`src/rtl/pe_lsb.sv`:
```
// LSB-first priority encoder: one-hot grant, inclusive/exclusive upward masks and binary index
// of the lowest asserted request. Purely combinational; CLK and nRST are interface-only.
module pe_lsb #(
    parameter int unsigned WIDTH       = 8,
    parameter int unsigned USE_ONE_HOT = 1,
    parameter int unsigned USE_COLD    = 1,
    parameter int unsigned USE_INDEX   = 1,
    localparam int unsigned IDX_W      = $clog2(WIDTH)
) (
    input  logic             CLK,
    input  logic             nRST,
    input  logic [WIDTH-1:0] req_vec,
    output logic [WIDTH-1:0] ack_one_hot,
    output logic [WIDTH-1:0] ack_mask,
    output logic [WIDTH-1:0] cold_ack_mask,
    output logic [IDX_W-1:0] ack_index
);

    localparam int unsigned LVLS = $clog2(WIDTH);

    logic [WIDTH-1:0] w_pfx [LVLS+1];
    logic [WIDTH-1:0] w_mask;
    logic [WIDTH-1:0] w_cold;
    logic [WIDTH-1:0] w_one_hot;
    logic [IDX_W-1:0] w_index;
    logic             w_unused;

    // Log-depth upward prefix-OR: after level k every bit sees the 2^(k+1) bits at and below it.
    assign w_pfx[0] = req_vec;
    for (genvar k = 0; k < int'(LVLS); k++) begin : g_pfx
        assign w_pfx[k+1] = w_pfx[k] | (w_pfx[k] << (2 ** k));
    end

    assign w_mask    = w_pfx[LVLS];
    assign w_cold    = {w_mask[WIDTH-2:0], 1'b0};
    assign w_one_hot = w_mask & ~w_cold;

    // OR-tree encoder: index bit b collects every one-hot line whose position has bit b set.
    always_comb begin
        w_index = '0;
        for (int unsigned b = 0; b < IDX_W; b++) begin
            for (int unsigned i = 0; i < WIDTH; i++) begin
                if (((i >> b) & 32'd1) != 32'd0) begin
                    w_index[b] = w_index[b] | w_one_hot[i];
                end
            end
        end
    end

    assign ack_mask = w_mask;

    if (USE_ONE_HOT != 0) begin : g_oh_on
        assign ack_one_hot = w_one_hot;
    end else begin : g_oh_off
        assign ack_one_hot = '0;
    end

    if (USE_COLD != 0) begin : g_cold_on
        assign cold_ack_mask = w_cold;
    end else begin : g_cold_off
        assign cold_ack_mask = '0;
    end

    if (USE_INDEX != 0) begin : g_idx_on
        assign ack_index = w_index;
    end else begin : g_idx_off
        assign ack_index = '0;
    end

    // Clock/reset exist for interface uniformity; intermediates may be dead when outputs are disabled.
    assign w_unused = ^{CLK, nRST, w_one_hot, w_cold, w_index};

endmodule

```
`config.mk`:
```
export PLATFORM = sky130hd
export DESIGN_NAME = pe_lsb
export DESIGN_NICKNAME = d
export VERILOG_FILES = /design/src/rtl/pe_lsb.sv
export SDC_FILE = /design/constraint.sdc
export NUM_CORES = 1
export LEC_CHECK = 0
export CORE_AREA = 2 2 39 41
export DETAILED_ROUTE_END_ITERATION = 6
export DIE_AREA = 0 0 41 43
export MAX_ROUTING_LAYER = met4
export PLACE_DENSITY = 0.7
export RECOVER_POWER = 25
export SLEW_MARGIN = 20
export SYNTH_ARGS = -nofsm -noshare
export SYNTH_HDL_FRONTEND = slang
export SYNTH_SLANG_ARGS = --single-unit
```
`constraint.sdc`:
```
create_clock -name vclk -period 2.52
set_input_delay 0.504 -clock vclk [all_inputs]
set_output_delay 0.504 -clock vclk [all_outputs]
set_load 0.05 [all_outputs]
```
==> impl_metrics.toml, run 1 <==
[synth]
netlist_area_sq_um = 238
synth_cell_types = 17
ys_seq_area_share_pct = 0
yosysWarnings = 0
synth_nets = 50
synth_area_per_cell_sq_um = 5.94
synthesis.instances = 40

[worst_hold_path]
min_path_type = "in -> out"
hold-path-cell-count = 4

[global_routing]
grt_pass1_vias = 269
antenna_found_initial = 0
overflow = 0
grt_max_degree = 7
grt_pass1_wl_mm = 1.19
globalRouteTotalUtil_pct = 9.42

[final_layout]
n_sequential_cell = 0
seqCellArea_sq_um = 0
antennaDiodeCount = 0
drive_gt1_share_pct = 50.7
multi_input_area_sq_um = 153
final_core_util_pct = 47.6
finalNonFillerCells = 85
clock_buffers = 0
syn_to_final_growth_pct = 177
finalNetCount = 81
fillers = 138

[power]
ir_drop_mv = 0.0905
p_leak_nw = 0.287
p_per_area_nw_per_um2 = 197

[die]
io_pins = 37
die_area_sq_um = 1760
fp.coreArea_sq_um = 1380
rows = 14
die_w_um = 41
start_util_pct = 17.2
die_h_um = 43

[sta]
period_minus_slack_ps = 2410
report.final.slew_viol_count = 0
layout_setup_ws_ps = 108
setup_tns_ps = 0
final_hold_viol_count = 0
post-route-period-util_pct = 95.7
grt_setup_unrepaired = "false"
setup_violations = 0
fmax_mhz = 415

[place]
dp_hpwl_um = 760
place_ws_ps = 21.0
placed_cells = 84
io_buffer_count = 34
gp_congestion = 0.679

[route]
postRouteAntennaNets = 0
drc = 0
wl_per_cell_um = 9.40
viasPerCell = 4.05
vias = 344
routed_wl_um = 799
drtIter0Drc = 0
drt-pass1-iter-count = 1

[setup_path]
crit_path_start_kind = "input port"
arrival_ps = 1910
worst_ep_required_time_ps = 2020
crit_path_end_kind = "primary output"
path_class = "in -> out"
critPathMaxFanout = 6

[clock_tree]
ctsResizeCount = 0
post-cts-setup-buffers = 0
cts-hold-fix-buffers = 0

[outcome]
status = "finished clean"

[run]
maxCapViolCount = 0
==> logic make-up (layout without fill, tap and decap cells) <==
group	Yosys count	in the layout	synth area share (%)
simple gates	18	18	44.7
other cells	1	1	1.58
compound gates	5	5	12.6
buf+inv	16	45	41.1
==> through the flow <==
step           instance area, sq um  hold WS (ps)  total power, mW
6_report                        658          1740            0.130
3_3_place_gp                    663          1740            0.132
5_1_grt                         658          1780            0.136
4_1_cts                         663          1740            0.133
2_1_floorplan                   250          1160           0.0712
3_5_place_dp                    663          1740            0.133
==> worst paths after layout <==
check	start	end	slack (ps)
worst max-delay path	req_vec[3]	ack_one_hot[7]	110
worst min-delay path	req_vec[7]	ack_one_hot[7]	1740
==> Yosys cell counts (all sizes together) <==
master / n / area (sq um)
buf: 10 / 75.1
nor2: 8 / 30.0
inv: 6 / 22.5
a21oi: 2 / 10.0
nand2: 2 / 7.51
nor4: 2 / 27.5
a31oi: 1 / 6.26
and2: 1 / 6.26
conb: 1 / 3.75
nand2b: 1 / 6.26
nand3: 1 / 10.0
nor2b: 1 / 6.26
o21ai: 1 / 5.00
o41ai: 1 / 8.76
or2: 1 / 6.26
or3: 1 / 6.26
==> cells in the final DEF, fill, tap and decap left out <==
cell             instances
clkdlybuf4s50_1          8
a31oi_1                  1
clkbuf_2                 2
conb_1                   1
buf_12                  13
o21ai_0                  1
or3_1                    1
clkbuf_1                 2
nor2b_1                  1
nor4_4                   1
inv_1                    6
a21oi_1                  2
and2_1                   1
o41ai_2                  1
nand2_1                  2
nor2_2                   2
nand3_2                  1
nor4_1                   1
nand2b_1                 1
or2_2                    1
nor2_1                   6
buf_4                   14
==> metal layers <==
layer	up-vias	track usage [%]	part of all wire (%)
li1	177	-	-
met1	152	8.54	30
met2	15	20.0	61
met3	0	0.524	8.6
met4	0	0	0
met5	-	-	0
==> power by group <==
group          leakage (nW)  switching (mW)  internal, mW
Clock                     0               0             0
Combinational         0.287          0.0760        0.0539
Sequential                0               0             0
==> worst max-delay path: stages <==
cell and delay, ps:
clkdlybuf4s50_1 480, nor4_4 290, buf_4 180, nand3_2 90
nor2_1 190, buf_12 170
==> final cells by class <==
class | count | area share [%]
Inverter | 6 | 3.42
Tap cell | 16 | 3.04
Multi-Input combinational cell | 24 | 23.2
Timing Repair Buffer | 39 | 70.3
Note: power is estimated with default switching activity, not from simulation.
==> run 2, diff against run 1 <==
--- a/config.mk
+++ b/config.mk
@@ -5,9 +5,11 @@
 export SDC_FILE = /design/constraint.sdc
 export NUM_CORES = 1
 export LEC_CHECK = 0
+export CAP_MARGIN = 20
 export CORE_AREA = 2 2 39 41
 export DETAILED_ROUTE_END_ITERATION = 6
 export DIE_AREA = 0 0 41 43
+export GPL_TIMING_DRIVEN = 0
 export MAX_ROUTING_LAYER = met4
 export PLACE_DENSITY = 0.7
 export RECOVER_POWER = 25
==> constraint.sdc (replaced) <==
create_clock -name vclk -period 2.52
set_input_delay 0.504 -clock vclk [all_inputs]
set_output_delay 0.504 -clock vclk [all_outputs]
set_load 0.005 [all_outputs]
==> run 2 against run 1 <==
Effect of this change:
- flip-flop and latch count stayed put
- critical path depth stayed put
- routed wire length is 2.5% lower
- sequential share of layout area stayed put
- combinational power is 49% lower
- total power is 49% lower
- clock-buffer cell count stayed put
- non-clock buffer count is 8 higher
- core utilization is 2.4 points lower
- cell count is 9.4% higher
- via count is 5.2% higher
==> impl_metrics.toml, run 2 (same netlist as run 1, synthesis figures left out) <==
[sta]
setup_violations = 0
layout_setup_ws_ps = 88.5
setup_tns_ps = 0
holdWs_ps = 1520
fmax_mhz = 411
period_minus_slack_ps = 2430
grt_setup_unrepaired = "false"
post-route-period-util_pct = 96.5
report.final.slew_viol_count = 0
final_hold_viol_count = 0

[run]
maxCapViolCount = 0

[final_layout]
syn_to_final_growth_pct = 163
mostFrequentLayoutCell = "clkdlybuf4s50_1"
finalNetCount = 89
fillers = 160
drive_gt1_share_pct = 22.1
clock_buffers = 0
n_sequential_cell = 0
multi_input_area_sq_um = 143
antennaDiodeCount = 0
layout_common_cells = "clkdlybuf4s50_1, buf_4, nor2_1"
seqCellArea_sq_um = 0

[route]
wl_per_cell_um = 8.38
vias = 362
postRouteAntennaNets = 0
drtIter0Drc = 1
drt-pass1-iter-count = 2
routed_wl_um = 779
viasPerCell = 3.89
drc = 0

[die]
rows = 14
die_h_um = 43
io_pins = 37
start_util_pct = 17.2
die_area_sq_um = 1760
fp.coreArea_sq_um = 1380
die_w_um = 41

[place]
place_ws_ps = -327
io_buffer_count = 34
gp_congestion = 0.593
dp_hpwl_um = 688

[power]
combPwrFrac_pct = 100.0
pwr-share-clk_pct = 0
netSwitchingFraction_pct = 37.2
p_leak_nw = 0.314
p_int_mw = 0.0414
pwr-share-seq_pct = 0
p_per_area_nw_per_um2 = 105
power.net_switching_mw = 0.0245
ir_drop_mv = 0.0394

[setup_path]
crit_path_end_kind = "primary output"
critPathBufInv = 3
cp_slowest_cell = "clkdlybuf4s50_1"
path_cells = "dlygate4sd2_1 > nor4_4 > buf_4 > nand3_2 > nor2_1 > clkdlybuf4s50_1"
cp_slowest_stage_delay_ps = 510
critPathMaxFanout = 3
cp_top_family = "buffers and inverters"
crit_path_start_kind = "input port"
worst_ep_required_time_ps = 2020
arrival_ps = 1930
path_class = "in -> out"

[worst_hold_path]
hold-path-cell-count = 4
min_path_type = "in -> out"
worst_hold_path.endpoint = "ack_one_hot[5]"
hp-start = "req_vec[4]"

[global_routing]
antenna_found_initial = 0
grt_pass1_wl_mm = 1.27
overflow = 0
grt_pass1_vias = 307
grt_max_degree = 10
globalRouteTotalUtil_pct = 9.72

[outcome]
status = "finished clean"
[run 2: changes by cell type in the layout (fill, tap and decap cells not counted), sizes merged, moves of 3 or more]
cell and change:
clkdlybuf4s50 +17, dlygate4sd2 +4, dlymetal6s2s +3, buf -17
[run 2: per-stage QoR]
stage	cells	area (sq um)	power, mW	utilization (%)
after floorplan	40	238	0.0228	-
after global placement	90	598	0.0673	43.2
after detailed placement	90	598	0.0679	43.2
after CTS	93	618	0.0684	44.7
after global routing	93	626	0.0734	45.2
final	93	626	0.0659	45.2
[run 2: worst max-delay path by stage]
stage,to,cells after the start,start,slack (ps)
after global placement,ack_one_hot[6],5,req_vec[0],-330
final,ack_one_hot[7],6,req_vec[3],90
after CTS,ack_index[1],5,req_vec[4],50
after detailed placement,ack_one_hot[6],5,req_vec[0],-330
after floorplan,cold_ack_mask[6],3,req_vec[0],840
after global routing,ack_one_hot[7],6,req_vec[3],6
[run 2: cell type report]
| type | count | area share (%) |
|---|---|---|
| Buffer | 10 | 12.0 |
| Tap cell | 16 | 3.20 |
| Timing Repair Buffer | 37 | 58.4 |
| Multi-Input combinational cell | 24 | 22.8 |
| Inverter | 6 | 3.60 |
[run 2: worst min-delay path, stage by stage]
cell	delay (ps)
dlymetal6s2s_1	170
nand2b_1	170
nor2_1	40
dlymetal6s2s_1	140
[run 2: power by group through the flow]
stage / clock network, mW / logic (mW) / registers (mW)
floorplan: 0 / 0.0228 / 0
global placement: 0 / 0.0673 / 0
detailed placement: 0 / 0.0679 / 0
CTS: 0 / 0.0684 / 0
global route: 0 / 0.0734 / 0
finish: 0 / 0.0659 / 0
[run 2: metal layers]
metal	track usage, %	share of wire (%)	vias to the layer above
met5	-	0	-
met4	0	0	0
met3	1.05	8.5	0
met2	19.1	57	15
met1	10.1	34	154
li1	-	-	193
[run 2: timing repair]
action                     in CTS  in global routing
pin swaps                       2                  0
hold buffers                    0                  0
gates resized for setup         5                  4
setup buffers                   3                  0
setup endpoints to repair      21                  6
==> run 3, diff against run 2 <==
--- a/config.mk
+++ b/config.mk
@@ -17,3 +17,4 @@
 export SYNTH_ARGS = -nofsm -noshare
 export SYNTH_HDL_FRONTEND = slang
 export SYNTH_SLANG_ARGS = --single-unit
+export TNS_END_PERCENT = 10
==> constraint.sdc (replaced) <==
create_clock -name vclk -period 2.52
set_input_delay 0.504 -clock vclk [all_inputs]
set_output_delay 0.504 -clock vclk [all_outputs]
set_load 0.1 [all_outputs]
==> run 3 against run 2 <==
Effect of this change:
- the flow now finishes with violations (setup timing)
- clock-buffer cell count unchanged
- highest routed layer unchanged
- total power rose to 2.5 times the previous value
- via count decreased by 1.9%
- critical path depth is 1 lower
- global-route usage grew 1.0 points
- design area increased by 2.6%
- non-clock buffer count is 1 lower
- fmax fell by 4.8%
- largest cell class unchanged
- die area unchanged
- routed wire length fell by 2.1%
==> impl_metrics.toml, run 3 (same netlist as run 1, synthesis figures left out) <==
[outcome]
status = "finished, violations left"
violations = "setup timing"

[sta]
layout_setup_ws_ps = -34.6
grt_setup_unrepaired = "true"
setup_violations = 2
final_hold_viol_count = 0
report.final.slew_viol_count = 0
post-route-period-util_pct = 101
setup_tns_ps = -54.9
max_slew_margin_pct = 37.2
tightestPinTransition_ps = 945
fmax_mhz = 391
period_minus_slack_ps = 2550

[die]
die_h_um = 43
die_area_sq_um = 1760
rows = 14
fp.coreArea_sq_um = 1380
start_util_pct = 17.2
die_w_um = 41
io_pins = 37

[setup_path]
arrival_ps = 2050
cp_slowest_cell = "clkdlybuf4s15_2"
cp_slowest_stage_delay_ps = 490
crit_path_start_kind = "input port"
worst_ep_required_time_ps = 2020
path_class = "in -> out"
crit_path_end_kind = "primary output"
critPathMaxFanout = 3
path_cells = "clkdlybuf4s50_1 > nor4_4 > buf_4 > nand3_2 > clkdlybuf4s15_2"

[final_layout]
layout_common_cells = "buf_4, clkdlybuf4s15_2, inv_1"
clock_buffers = 0
seqCellArea_sq_um = 0
antennaDiodeCount = 0
n_sequential_cell = 0
syn_to_final_growth_pct = 170
mostFrequentLayoutCell = "buf_4"
finalNetCount = 88
drive_gt1_share_pct = 61.8

[route]
routed_wl_um = 763
drc = 0
vias = 355
drtIter0Drc = 4
drt-pass1-iter-count = 2
viasPerCell = 3.86
wl_per_cell_um = 8.29
postRouteAntennaNets = 0

[power]
p_leak_nw = 0.307
ir_drop_mv = 0.120
finalPower_mw = 0.168
p_per_area_nw_per_um2 = 261

[global_routing]
grt_max_degree = 10
antenna_found_initial = 0
grt_pass1_vias = 351
globalRouteTotalUtil_pct = 10.7
grt_pass1_wl_mm = 1.42
overflow = 0

[place]
io_buffer_count = 34
dp_hpwl_um = 683
gp_congestion = 0.622

[clock_tree]
cts-hold-fix-buffers = 0

[worst_hold_path]
hp-start = "req_vec[1]"
hold-path-cell-count = 4
min_path_type = "in -> out"
worst_hold_path.endpoint = "ack_index[1]"

[run]
maxCapViolCount = 0
run 3: changes by cell type in the layout (fill, tap and decap cells not counted), sizes merged:
cell / delta
clkdlybuf4s15: +11
buf: +15
dlygate4sd2: -3
clkbuf: -1
dlygate4sd3: -1
clkdlybuf4s50: -20
dlymetal6s2s: -1
clkdlybuf4s25: -1
run 3: where the power goes:
| part | total (mW) | internal, mW | switching [mW] |
|---|---|---|---|
| Sequential | 0 | 0 | 0 |
| Clock | 0 | 0 | 0 |
| Combinational | 0.168 | 0.0406 | 0.127 |
run 3: per-stage QoR:
stage / std cells / util (%) / hold slack (ps) / setup slack [ps] / cell area, sq um
floorplan: 40 / - / 1190 / -371 / 293
global placement: 90 / 47.2 / 2580 / -1070 / 653
detailed placement: 90 / 47.2 / 2580 / -1080 / 653
CTS: 92 / 46.3 / 1840 / -95.9 / 641
global route: 92 / 46.4 / 1670 / -118 / 642
finish: 92 / 46.4 / 1630 / -34.6 / 642
run 3: how the worst max path moves through the flow:
stage	startpoint	endpoint	slack [ps]	cells past startpoint
floorplan	req_vec[0]	ack_one_hot[2]	-370	2
CTS	req_vec[2]	ack_mask[4]	-100	5
global route	req_vec[4]	ack_mask[7]	-120	4
finish	req_vec[3]	ack_mask[6]	-30	5
global placement	req_vec[0]	ack_one_hot[6]	-1070	5
detailed placement	req_vec[0]	ack_one_hot[5]	-1080	5
run 3: final cells by class:
cell class         count  area (sq um)
multi-input cells     24           195
plain buffers         10          75.1
repair buffers        36           329
well taps             16          20.0
inverters              6          22.5
fillers              160           742
run 3: routing by layer:
layer	global-route usage (%)	part of all wire [%]
met5	-	0
met3	0	8.8
met4	0	0
met2	17.5	51
met1	15.5	40
run 3: repair_timing:
item | in CTS | in global routing
setup buffers | 2 | 0
pin swaps | 1 | 0
gates resized for setup | 111 | 9
endpoints found under the setup margin | 26 | 16
run 3: critical path: cells and delay by family:
kind | cells | cell delay [ps]
buffers and inverters | 3 | 1130
AND/OR/NAND/NOR | 2 | 420
